## src/rtl/vga_pkg.sv

```systemverilog
// Shared VGA bus types and default constants for the rectangle overlay.
package vga_pkg;

    localparam int COORD_W = 12;
    localparam int PIPE_LAT = 2;
    localparam logic [11:0] RECT_COLOR_DEF = 12'hb9b;

    typedef struct packed {
        logic [10:0] hcount;
        logic        hsync;
        logic        hblnk;
        logic [10:0] vcount;
        logic        vsync;
        logic        vblnk;
    } vga_tim_t;

    typedef struct packed {
        logic [10:0] hcount;
        logic        hsync;
        logic        hblnk;
        logic [10:0] vcount;
        logic        vsync;
        logic        vblnk;
        logic [11:0] rgb;
    } vga_bus_t;

endpackage

```

## src/rtl/vga_delay.sv

```systemverilog
// Fixed-depth register chain used to keep timing fields aligned with rgb.
module vga_delay #(
    parameter int W     = 26,
    parameter int DEPTH = 2
) (
    input  logic         clk,
    input  logic         rst,
    input  logic [W-1:0] din,
    output logic [W-1:0] dout
);

    logic [W-1:0] pipe_q [DEPTH];
    logic [W-1:0] pipe_d [DEPTH];

    always_comb begin
        pipe_d[0] = din;
        for (int i = 1; i < DEPTH; i++) begin
            pipe_d[i] = pipe_q[i-1];
        end
    end

    always_ff @(posedge clk or negedge rst) begin
        if (!rst) begin
            for (int i = 0; i < DEPTH; i++) begin
                pipe_q[i] <= '0;
            end
        end else begin
            pipe_q <= pipe_d;
        end
    end

    assign dout = pipe_q[DEPTH-1];

endmodule

```

## src/rtl/draw_rect_ctl.sv

```systemverilog
// Rectangle overlay on a VGA stream; geometry updates only at frame start.
module draw_rect_ctl
    import vga_pkg::*;
#(
    parameter int          RECT_WIDTH  = 48,
    parameter int          RECT_HEIGHT = 64,
    parameter logic [11:0] RECT_COLOR  = RECT_COLOR_DEF,
    parameter int          BORDER      = 2
) (
    input  logic               clk,
    input  logic               rst,
    input  vga_bus_t           bus_in,
    output vga_bus_t           bus_out,
    input  logic [COORD_W-1:0] xpos,
    input  logic [COORD_W-1:0] ypos,
    input  logic               pos_valid,
    input  logic               outline_en,
    output logic               pos_ack
);

    logic               vblnk_prev_q, vblnk_prev_d;
    logic [COORD_W-1:0] pend_x_q, pend_x_d, pend_y_q, pend_y_d;
    logic               pend_outl_q, pend_outl_d, pend_flag_q, pend_flag_d;
    logic [COORD_W-1:0] act_x_q, act_x_d, act_y_q, act_y_d;
    logic               act_outl_q, act_outl_d, act_valid_q, act_valid_d;
    logic               ack_q, ack_d, hit_q, hit_d;
    logic [11:0]        rgb1_q, rgb1_d, rgb2_q, rgb2_d;
    logic               boundary;

    // 13-bit sums so edges past the counter range clip instead of wrapping
    logic [12:0] hc, vc, x0, x1, y0, y1, xi0, xi1, yi0, yi1;
    logic        in_rect, in_inner;

    assign boundary = bus_in.vblnk & ~vblnk_prev_q;
    assign hc  = {2'b00, bus_in.hcount};
    assign vc  = {2'b00, bus_in.vcount};
    assign x0  = {1'b0, act_x_q};
    assign y0  = {1'b0, act_y_q};
    assign x1  = x0 + 13'(RECT_WIDTH);
    assign y1  = y0 + 13'(RECT_HEIGHT);
    assign xi0 = x0 + 13'(BORDER);
    assign yi0 = y0 + 13'(BORDER);
    assign xi1 = x1 - 13'(BORDER);
    assign yi1 = y1 - 13'(BORDER);

    assign in_rect  = (hc >= x0) && (hc < x1) && (vc >= y0) && (vc < y1);
    assign in_inner = (hc >= xi0) && (hc < xi1) && (vc >= yi0) && (vc < yi1);

    always_comb begin
        vblnk_prev_d = bus_in.vblnk;
        pend_x_d     = pend_x_q;
        pend_y_d     = pend_y_q;
        pend_outl_d  = pend_outl_q;
        pend_flag_d  = pend_flag_q;
        act_x_d      = act_x_q;
        act_y_d      = act_y_q;
        act_outl_d   = act_outl_q;
        act_valid_d  = act_valid_q;
        ack_d        = 1'b0;
        if (pos_valid) begin
            pend_x_d    = xpos;
            pend_y_d    = ypos;
            pend_outl_d = outline_en;
            pend_flag_d = 1'b1;
        end
        if (boundary && (pos_valid || pend_flag_q)) begin
            act_x_d     = pos_valid ? xpos : pend_x_q;
            act_y_d     = pos_valid ? ypos : pend_y_q;
            act_outl_d  = pos_valid ? outline_en : pend_outl_q;
            act_valid_d = 1'b1;
            pend_flag_d = 1'b0;
            ack_d       = 1'b1;
        end
        hit_d  = ~bus_in.hblnk & ~bus_in.vblnk & act_valid_q & in_rect
               & ~(act_outl_q & in_inner);
        rgb1_d = bus_in.rgb;
        rgb2_d = hit_q ? RECT_COLOR : rgb1_q;
    end

    always_ff @(posedge clk or negedge rst) begin
        if (!rst) begin
            vblnk_prev_q <= 1'b0;
            pend_x_q     <= '0;
            pend_y_q     <= '0;
            pend_outl_q  <= 1'b0;
            pend_flag_q  <= 1'b0;
            act_x_q      <= '0;
            act_y_q      <= '0;
            act_outl_q   <= 1'b0;
            act_valid_q  <= 1'b0;
            ack_q        <= 1'b0;
            hit_q        <= 1'b0;
            rgb1_q       <= '0;
            rgb2_q       <= '0;
        end else begin
            vblnk_prev_q <= vblnk_prev_d;
            pend_x_q     <= pend_x_d;
            pend_y_q     <= pend_y_d;
            pend_outl_q  <= pend_outl_d;
            pend_flag_q  <= pend_flag_d;
            act_x_q      <= act_x_d;
            act_y_q      <= act_y_d;
            act_outl_q   <= act_outl_d;
            act_valid_q  <= act_valid_d;
            ack_q        <= ack_d;
            hit_q        <= hit_d;
            rgb1_q       <= rgb1_d;
            rgb2_q       <= rgb2_d;
        end
    end

    vga_tim_t tim_in, tim_out;

    always_comb begin
        tim_in.hcount = bus_in.hcount;
        tim_in.hsync  = bus_in.hsync;
        tim_in.hblnk  = bus_in.hblnk;
        tim_in.vcount = bus_in.vcount;
        tim_in.vsync  = bus_in.vsync;
        tim_in.vblnk  = bus_in.vblnk;
    end

    vga_delay #(
        .W     ($bits(vga_tim_t)),
        .DEPTH (PIPE_LAT)
    ) u_tim_dly (
        .clk  (clk),
        .rst  (rst),
        .din  (tim_in),
        .dout (tim_out)
    );

    always_comb begin
        bus_out.hcount = tim_out.hcount;
        bus_out.hsync  = tim_out.hsync;
        bus_out.hblnk  = tim_out.hblnk;
        bus_out.vcount = tim_out.vcount;
        bus_out.vsync  = tim_out.vsync;
        bus_out.vblnk  = tim_out.vblnk;
        bus_out.rgb    = rgb2_q;
    end

    assign pos_ack = ack_q;

endmodule

```

## config.mk

```make
export PLATFORM = sky130hd
export DESIGN_NAME = draw_rect_ctl
export DESIGN_NICKNAME = d
export VERILOG_FILES = /design/src/rtl/vga_pkg.sv /design/src/rtl/vga_delay.sv /design/src/rtl/draw_rect_ctl.sv
export SDC_FILE = /design/constraint.sdc
export NUM_CORES = 1
export LEC_CHECK = 0
export BUFFER_PORTS_ARGS = -buffer_cell sky130_fd_sc_hd__buf_2
export CORE_ASPECT_RATIO = 0.8
export CORE_UTILIZATION = 47
export DETAILED_ROUTE_END_ITERATION = 8
export GPL_TIMING_DRIVEN = 0
export PLACE_DENSITY = 0.68
export SLEW_MARGIN = 25
export SYNTH_ARGS = -nofsm -noshare
export SYNTH_HDL_FRONTEND = slang
export SYNTH_SLANG_ARGS = --single-unit
```

## constraint.sdc

```tcl
create_clock -name clk -period 8.54 [get_ports clk]
set_clock_uncertainty 0.1 [all_clocks]
set_input_delay 0.854 -clock clk [delete_from_list [all_inputs] [get_ports clk]]
set_output_delay 0.854 -clock clk [all_outputs]
set_load 0.05 [all_outputs]
```

---- After elaboration in Yosys (flattened, before gate mapping) ----
Index checks and enable logic that the tools add are counted.
storage, ports and cells
  register bits ........................... 131
  output and inout bits ................... 39
  input port bits ......................... 66
  logic and storage cells ................. 55
operators by class
  multiplexer cells ....................... 7
  magnitude comparators ................... 8
  bitwise logic cells ..................... 10
  reduce and logical (&&, ||, !) cells .... 9
  add/subtract/negate cells ............... 6
operators by type and width
  cell                   count
  $lt 11x13->1           4
  $mux 12                3
  $add 12x2->13 const B  2
  $ge 11x13->1           2
  $sub 13x2->13 const B  2
  $ge 11x12->1           2
  $add 12x6->13 const B  1
  $add 12x7->13 const B  1
  $logic_and 1x1->1      7
  $and 1x1->1            6
  $mux 1                 4
  $not 1->1              4
  $reduce_bool 2->1      1
  $logic_or 1x1->1       1

---- Depth between registers and ports, before layout ----
Gate-level depths: netlist of the first run.
  depth in word-level cells ............... 9
  gate-level depth with buffers ........... 14
  gate-level depth less buffers ........... 14

---- Modules after synthesis ----
From an unflattened synthesis of the first run, not the netlist that was laid out.
unflattened totals
  cell total of the unflattened synthesis .. 575
  area total of the unflattened synthesis .. 6640.1 µm²
by module, submodules not included
  module         area each (µm²)  instances  sequential area each (µm²)  cells an instance
  draw_rect_ctl  5338.9           1          1976.9                      523
  vga_delay      1301.2           1          1301.2                      52

---- Least setup slack after synthesis of the first run ----
Ideal clock, no wire load.
  kind .................................... register to register
  start point ............................. reg act_x_q[4]
  end point ............................... reg hit_q
  path buffers ............................ 0
  library setup time ...................... 0.149 ns
  data required time ...................... 8.291 ns
  stages on the path, launching flop included .. 12
  setup slack ............................. 5.754 ns
  arrival ................................. 2.537 ns
  period minus slack after synthesis ...... 2.786 ns
  path through ............................ dfrtp_1 > inv_1 > ha_1 > xor2_2 > and3_1 > nand2_1 > xnor2_1 > ha_1 > a2111oi_0 > a211oi_1 > o211ai_1 > a311oi_2
between the ends
  cells in the longest elaborated chain, start to end .. 9
  elaborated cells between the ends (all ways) .. 17
  classes of those cells .................. add/sub: 3; order compare: 4; bitwise: 4; reduce/logical: 6
ends and longest elaborated chain
  item                            line                  source
  start: declaration              draw_rect_ctl.sv:24   logic [COORD_W-1:0] act_x_q, act_x_d, act_y_q, act_y_d;
  start signal: assignment        draw_rect_ctl.sv:101  act_x_q <= act_x_d;
  $add 12x6->13                   draw_rect_ctl.sv:39   assign x1 = x0 + 13'(RECT_WIDTH);
  $sub 13x2->13                   draw_rect_ctl.sv:43   assign xi1 = x1 - 13'(BORDER);
  $lt 11x13->1                    draw_rect_ctl.sv:47   assign in_inner = (hc >= xi0) && (hc < xi1) && (vc >= yi0) && (vc < yi1);
  $logic_and 1x1->1 (3 in a row)  draw_rect_ctl.sv:47
  $and 1x1->1                     draw_rect_ctl.sv:75   & ~(act_outl_q & in_inner);
  $not 1->1                       draw_rect_ctl.sv:75
  $and 1x1->1 (*)                 draw_rect_ctl.sv:75
  named net hit_d                 draw_rect_ctl.sv:26   logic ack_q, ack_d, hit_q, hit_d;
  end signal: assignment          draw_rect_ctl.sv:106  hit_q <= hit_d;
  end: declaration                draw_rect_ctl.sv:26
The timed path passes the listed nets; every way through them passes the cells marked *.
A chain may end at the register's enable or synchronous reset.

---- Worst setup path after layout of the first run ----
Same ends and word-level chain as after synthesis.

==> results by group, run 1 <==
Critical path
  • Reg2Reg Setup Slack: 5.31 ns
  • Worst r2r src: act_x_q[4]
  • Worst EP arrival: 3.39 ns
  • CP Launch Type: flip-flop
  • Crit Path Max Fanout: 9
  • WS Path Type: flip-flop to flip-flop
  • R2r worst-path depth: 11
  • Worst setup EP type: flip-flop
  • Required time worst endpoint: 8.70 ns
  • FF-to-FF End: hit_q

Synth
  • Synth top area share: 49.8%
  • Post-synthesis sequential area ratio: 49.8%
  • Post-synth net total: 703
  • Mapped cell area: 6530 µm²
  • Area leader, netlist: dfrtp_1
  • Top-count cell post-synth: dfrtp_1
  • Syn Inst Count: 558
  • Main area contributors after synthesis: dfrtp_1 50%, ha_1 15%, mux2_2 5.3%
  • Synth cell count leaders: 130 x dfrtp_1, 79 x ha_1, 41 x nand2_1, 37 x o21ai_0, 32 x xnor2_1
  • Post-synth EDFFs: 0
  • Yosys reg bits: 130
  • Synth Flop Type: dfrtp_1
  • Ys Warns: 0
  • Async SR Flop Fraction: 100%
  • Avg Cell Area, Syn: 11.7 µm²
  • Unique cell type count in the Yosys netlist: 58

Clocking
  • # Post-CTS Setup Buffers: 0
  • Clock Root Buffer: clkbuf_16
  • Worst-Skew Late Latency: 0.41 ns
  • CTS max path bufs: 2
  • PostCTS Resize Cnt: 0
  • TritonCTS Sinks: 130
  • CTS H-tree lvls: 4
  • CTS tree: done
  • Clock Pin Slew Worst Setup and Hold Paths: 0.05 ns
  • Cts bufs inserted: 17
  • CTS Hold Buffers Added: 0

STA
  • Hold Fails Final Rpt: 0
  • Achievable Freq: 0.309 GHz
  • Min Tclk post-route: 3.23 ns
  • TNS Setup: 0 ns
  • Final hold slack: 0.238 ns
  • Unrepaired setup endpoints after global routing: no
  • Final setup fails: 0
  • Worst Tran Pin Value: 0.617 ns
  • Rel. slew slack: 58.9%
  • Fin crit share: 37.9%
  • Final slew viol count: 0

GRT
  • Initial antenna violation count: 0
  • Residual overflow from global routing: 0
  • Maximum number of pins on one net before global-route repair: 68
  • Total track usage: 20.7%
  • First-pass GRT wire length: 22.7 mm
  • Vias in the first global route: 4,526

Power
  • Net Sw Power: 569 µW
  • Clk pwr share: 36.7%
  • Final Total Pwr: 1.91 mW
  • Seq pwr share: 37.0%
  • Cell area power density: 242 nW/µm²
  • Comb pwr share: 26.4%
  • Switching Share: 29.8%
  • Max VDD drop: 0.139 mV
  • Internal power: 1.34 mW
  • Leakage: 3.65 nW

Routing
  • Vias post-DR: 4,523
  • Post-Route WL: 13.7 mm
  • Per-cell routed wire length: 15.7 µm
  • DRT iter0 DRCs: 245
  • DR vias/cell: 5.18
  • ANT nets after route: 0
  • Residual DRC: 0
  • First drt pass iteration count: 4

Floorplanning
  • Core ar.: 13,600 µm²
  • I/O pin total: 105
  • Chip Width: 134 µm
  • Die height: 107 µm
  • Die Footprint: 14,400 µm²
  • Starting Density: 48.2%
  • # rows: 38

Cells and area
  • Area Overhead vs Synth: 20.6%
  • Fraction of layout cells with a size suffix above 1: 27.0%
  • Antenna fix cells: 0
  • Nets: 826
  • Fillers: 1,147
  • Cell area after layout: 7880 µm²

Place
  • Port bufs: 103
  • RD Place Congestion: 0.853
  • Post-DP Area: 7310 µm²
  • Final HPWL DP: 10.5 mm

Status
  • Status: completed

Flow run
  • MaxCap Viol Count: 0

Worst hold path
  • Hold endpoint: u_tim_dly.dout[23]
  • Min-delay worst type: flip-flop to flip-flop
  • Worst Min Path Start: u_tim_dly.pipe_d[23]
  • Hold Crit Depth: 0
==> state kept, by name, summed over array words and instances, names as in the netlist <==
name,count
rgb1_q,12
u_tim_dly.dout,26
rgb2_q,12
hit_q,1
u_tim_dly.pipe_d,26
pos_ack,1
act_valid_q,1
act_x_q,12
pend_outl_q,1
pend_x_q,12
pend_y_q,12
act_outl_q,1
pend_flag_q,1
act_y_q,12
==> final cells by class <==
type | instances | area (µm²) | share of cell area, %
Buffer | 14 | 72.6 | 0.921
Sequential cell | 130 | 3250 | 41.3
Timing Repair Buffer | 104 | 553 | 7.02
Clock inverter | 6 | 105 | 1.33
Clock buffer | 25 | 465 | 5.90
Tap cell | 180 | 225 | 2.86
Inverter | 33 | 124 | 1.57
Multi-Input combinational cell | 381 | 3080 | 39.1
==> per-stage QoR <==
step / cells / utilization [%] / setup slack (ns)
global route: 873 / 58.2 / 5.02
floorplan: 558 / - / 5.75
global placement: 841 / 53.7 / 4.95
detailed placement: 842 / 54.0 / 5.31
finish: 873 / 58.2 / 5.31
CTS: 873 / 58.2 / 5.28
==> worst max-delay path: stages, from the launching register on <==
cell	delay (ns)
dfrtp_1	0.48
inv_1	0.28
ha_1	0.33
xor2_2	0.21
and3_1	0.26
nand2_1	0.08
xnor2_1	0.15
ha_1	0.31
a2111oi_0	0.44
a211oi_1	0.15
o211ai_1	0.22
a311oi_2	0.07
==> metal layers <==
layer	up-vias	track usage [%]	part of all wire, %
li1	2228	-	-
met1	2161	30.1	51
met2	118	29.6	43
met3	16	5.18	4.8
met4	0	7.87	1.3
met5	-	0	0
==> worst max-delay path by stage <==
stage,startpoint,end,slack [ns],cells after the start
finish,act_x_q[4],hit_q,5.31,11
global route,act_x_q[4],hit_q,5.02,11
CTS,act_x_q[4],hit_q,5.28,11
detailed placement,act_x_q[4],hit_q,5.31,13
global placement,rst,pend_x_q[4],4.95,1
floorplan,act_x_q[4],hit_q,5.75,11
==> cells in the final DEF (no fill, tap or decap), types with 5 or more instances in the layout <==
cell type,n
a2111oi_0,5
a31oi_1,5
nand3_1,9
a21oi_1,15
nor2_1,21
xnor2_1,32
clkbuf_1,17
o21a_1,8
clkbuf_16,17
dfrtp_1,130
o21ai_0,37
nor3_1,5
ha_1,79
nor2b_1,8
mux2_2,31
buf_2,103
nand2_1,41
nand4_1,8
inv_1,31
or2_2,9
==> power groups by stage <==
stage | clock [mW] | combinational, mW | sequential (mW)
6_report | 0.701 | 0.504 | 0.706
2_1_floorplan | 0 | 0.329 | 0.743
3_3_place_gp | 0 | 0.477 | 0.714
4_1_cts | 0.719 | 0.507 | 0.706
3_5_place_dp | 0 | 0.501 | 0.716
5_1_grt | 0.749 | 0.569 | 0.713
==> logic make-up (layout without fill, tap and decap cells) <==
family / count (synthesis) / in the layout / synth area share, %
multiplexers: 31 / 31 / 5.34
AO/OA/AOI/OAI: 105 / 105 / 10.5
AND/OR/NAND/NOR: 126 / 126 / 10.3
flip-flops: 130 / 130 / 49.8
XOR/XNOR: 40 / 40 / 5.94
buffers and inverters: 47 / 182 / 3.01
adder cells (fa/ha/maj): 79 / 79 / 15.1
(Power assumes the default switching activity.)
==> inputs of run 2 (changes only) <==
--- a/config.mk
+++ b/config.mk
@@ -5,12 +5,13 @@
 export SDC_FILE = /design/constraint.sdc
 export NUM_CORES = 1
 export LEC_CHECK = 0
+export ABC_AREA = 1
 export BUFFER_PORTS_ARGS = -buffer_cell sky130_fd_sc_hd__buf_2
 export CORE_ASPECT_RATIO = 0.8
 export CORE_UTILIZATION = 47
 export DETAILED_ROUTE_END_ITERATION = 8
 export GPL_TIMING_DRIVEN = 0
-export PLACE_DENSITY = 0.68
+export PLACE_DENSITY = 0.7
 export SLEW_MARGIN = 25
 export SYNTH_ARGS = -nofsm -noshare
 export SYNTH_HDL_FRONTEND = slang
==> constraint.sdc (replaced) <==
create_clock -name clk -period 2.75 [get_ports clk]
set_clock_uncertainty 0.1 [all_clocks]
set_input_delay 0.275 -clock clk [delete_from_list [all_inputs] [get_ports clk]]
set_output_delay 0.275 -clock clk [all_outputs]
set_load 0.05 [all_outputs]
==> run 2 against run 1 <==
Effect of this change:
- count of clock-buffer cells in the layout fell by 8
- worst setup slack worse by 5.2 ns
- non-clock buffer count rose by 76
- via count is 25% higher
- critical path type unchanged
- flip-flop and latch count did not move
- sequential share of layout area down 5.5 points
- hold slack got worse by 0.23 ns
==> results by group, run 2 <==
Status
  • Status: completed

Synth
  • Post-synth EDFFs: 0
  • Synth Area in Simple Gates: 23.4%
  • Post-synthesis sequential area ratio: 46.7%
  • Syn Inst Count: 779
  • Largest family of logic cells by synthesized area: simple AND/OR/NAND/NOR gates
  • Compound-Gate Fraction of Synth Area: 6.44%
  • Yosys reg bits: 130
  • Async SR Flop Fraction: 100%
  • Synth Flop Type: dfrtp_1
  • Area leader, netlist: dfrtp_1
  • Main area contributors after synthesis: dfrtp_1 47%, ha_1 14%, nand2_1 12%
  • Multiplexer share of the synthesized area: 0%
  • Post-Synth XOR/XNOR Area: 3.65%
  • Mapped cell area: 6960 µm²
  • Post-synth net total: 924
  • Synth Area in Adders: 14.2%
  • Top-count cell post-synth: nand2_1
  • Synth top area share: 46.7%
  • Avg Cell Area, Syn: 8.93 µm²
  • Ys Warns: 0
  • Unique cell type count in the Yosys netlist: 37
  • Synth cell count leaders: 217 x nand2_1, 130 x dfrtp_1, 79 x ha_1, 73 x inv_1, 58 x nor2_1

Clocking
  • Worst-Skew Late Latency: 0.43 ns
  • Cts bufs inserted: 17
  • TritonCTS Sinks: 130
  • CTS max path bufs: 2
  • CTS tree: done
  • Clock Pin Slew Worst Setup and Hold Paths: 0.06 ns
  • Clock Root Buffer: clkbuf_16
  • CTS H-tree lvls: 4

Power
  • Max VDD drop: 0.496 mV
  • Cell area power density: 680 nW/µm²
  • Leakage: 4.66 nW
  • Clk pwr share: 35.5%
  • Switching Share: 34.6%
  • Net Sw Power: 2.14 mW
  • Seq pwr share: 35.2%
  • Internal power: 4.06 mW
  • Comb pwr share: 29.4%

GRT
  • First-pass GRT wire length: 27.2 mm
  • Maximum number of pins on one net before global-route repair: 67
  • Initial antenna violation count: 0
  • Total track usage: 22.5%
  • Residual overflow from global routing: 0
  • Vias in the first global route: 5,481

Cells and area
  • Nets: 1,123
  • Antenna fix cells: 0
  • Area Overhead vs Synth: 30.9%
  • Commonest cells after routing, fill and taps aside: 217 x nand2_1, 127 x dfrtp_1, 104 x buf_2
  • Commonest non-fill, non-tap cell in the layout: nand2_1
  • Final design utilization: 63.5%
  • Fraction of layout cells with a size suffix above 1: 22.0%
  • Cell area after layout: 9110 µm²
  • Fillers: 1,232

STA
  • Achievable Freq: 0.383 GHz
  • Fin crit share: 95.1%
  • TNS Setup: 0 ns
  • Worst Slack Setup Final: 0.136 ns
  • Min Tclk post-route: 2.61 ns
  • Final setup fails: 0
  • Final hold slack: 0.0114 ns
  • Final slew viol count: 0
  • Worst Tran Pin Value: 0.528 ns
  • Hold Fails Final Rpt: 0
  • Rel. slew slack: 64.8%

Critical path
  • Crit Path Max Fanout: 5
  • Worst setup EP type: flip-flop
  • WS Path Type: flip-flop to flip-flop
  • CP Launch Type: flip-flop
  • Worst EP arrival: 2.86 ns
  • Required time worst endpoint: 3.00 ns

Floorplanning
  • Die Footprint: 15,300 µm²
  • I/O pin total: 105
  • Die height: 111 µm
  • # rows: 39
  • Chip Width: 138 µm
  • Core ar.: 14,300 µm²
  • Starting Density: 48.5%

Routing
  • Post-Route WL: 16.0 mm
  • First drt pass iteration count: 6
  • Residual DRC: 0
  • DRT iter0 DRCs: 277
  • Vias post-DR: 5,645
  • DR vias/cell: 4.80
  • ANT nets after route: 0
  • Per-cell routed wire length: 13.6 µm

Flow run
  • MaxCap Viol Count: 0

Place
  • Port bufs: 103
  • Post-Place Worst Slack: -0.356 ns
  • Post-DP Area: 7740 µm²
  • RD Place Congestion: 0.832
  • Final HPWL DP: 11.0 mm

Worst hold path
  • Min-delay worst type: primary input to flip-flop
## run 2: changes by cell type after synthesis, moves of 20 or more
cell / before / now
mux2_2: 31 / 0
xnor2_1: 32 / 6
xor2_1: 3 / 23
inv_1: 31 / 73
nand3_1: 9 / 38
nor2_1: 21 / 58
nand2_1: 41 / 217
## run 2: layer usage
| metal | vias to the layer above | wire length, µm | share of wire, % | track usage, % |
|---|---|---|---|---|
| met4 | 0 | 230 | 1.4 | 7.18 |
| li1 | 2928 | - | - | - |
| met3 | 23 | 610 | 3.8 | 4.67 |
| met1 | 2573 | 8250 | 52 | 33.5 |
| met5 | - | 0 | 0 | 0 |
| met2 | 121 | 6870 | 43 | 32.7 |
## run 2: cells by family (layout without fill, tap and decap cells)
group	after synthesis	count (layout)
fa+ha+maj	79	79
buf+inv	95	307
xor+xnor	29	29
flops	130	130
simple gates	366	366
compound gates	80	80
## run 2: final timing paths
kind	startpoint	to	slack (ns)	depth (start not counted)
setup / recovery	act_x_q[4]	hit_q	0.14	20
hold / removal	xpos[8]	pend_x_q[8]	0.01	3
setup reg to reg	act_x_q[4]	hit_q	0.14	20
hold reg to reg	u_tim_dly.pipe_d[11]	u_tim_dly.dout[11]	0.24	0
max in group asynchronous	rst	act_y_q[6]	1.56	3
min in group asynchronous	rst	rgb2_q[2]	0.28	2
## run 2: critical path, stage by stage, from the launching register on
cell and delay (ns):
dfrtp_2 0.41, buf_6 0.14, ha_1 0.14, inv_1 0.06
nor2_4 0.14, nand3_2 0.09, xor2_1 0.17, ha_1 0.33
nand2_1 0.10, a21oi_1 0.05, nor2_1 0.09, nand2_1 0.07
nor2_1 0.11, nand2_1 0.08, nand2_1 0.06, nand2_1 0.04
nand2_1 0.05, nand2_1 0.05, nand3_1 0.07, nor2_2 0.04
nor2_2 0.13
## run 2: cell type report
cell class,instances,area (µm²),share of cell area (%)
Clock buffer,17,425,4.67
Inverter,81,320,3.52
Tap cell,184,230,2.53
Buffer,14,77.6,0.852
Multi-Input combinational cell,554,3380,37.1
Clock inverter,15,146,1.61
Timing Repair Buffer,180,1270,14.0
Sequential cell,130,3260,35.8
## run 2: repair_timing
item	4_1_cts	5_1_grt
endpoints found under the hold margin	121	0
hold buffers	58	0
gates resized for setup	9	18
pin swaps	1	10
setup buffers	2	16
setup endpoints to repair	1	1
## run 2: power groups by stage
stage	registers [mW]	clock network [mW]	logic (mW)
floorplan	2.30	0	1.10
global placement	2.21	0	1.59
detailed placement	2.21	0	1.64
CTS	2.18	2.23	1.75
global route	2.20	2.35	2.07
finish	2.18	2.20	1.82
## run 2: per-stage QoR
step                      instances  power, mW
final                          1175       6.20
after global routing           1175       6.62
after CTS                      1159       6.15
after detailed placement       1067       3.85
after global placement         1066       3.80
after floorplan                 779       3.40
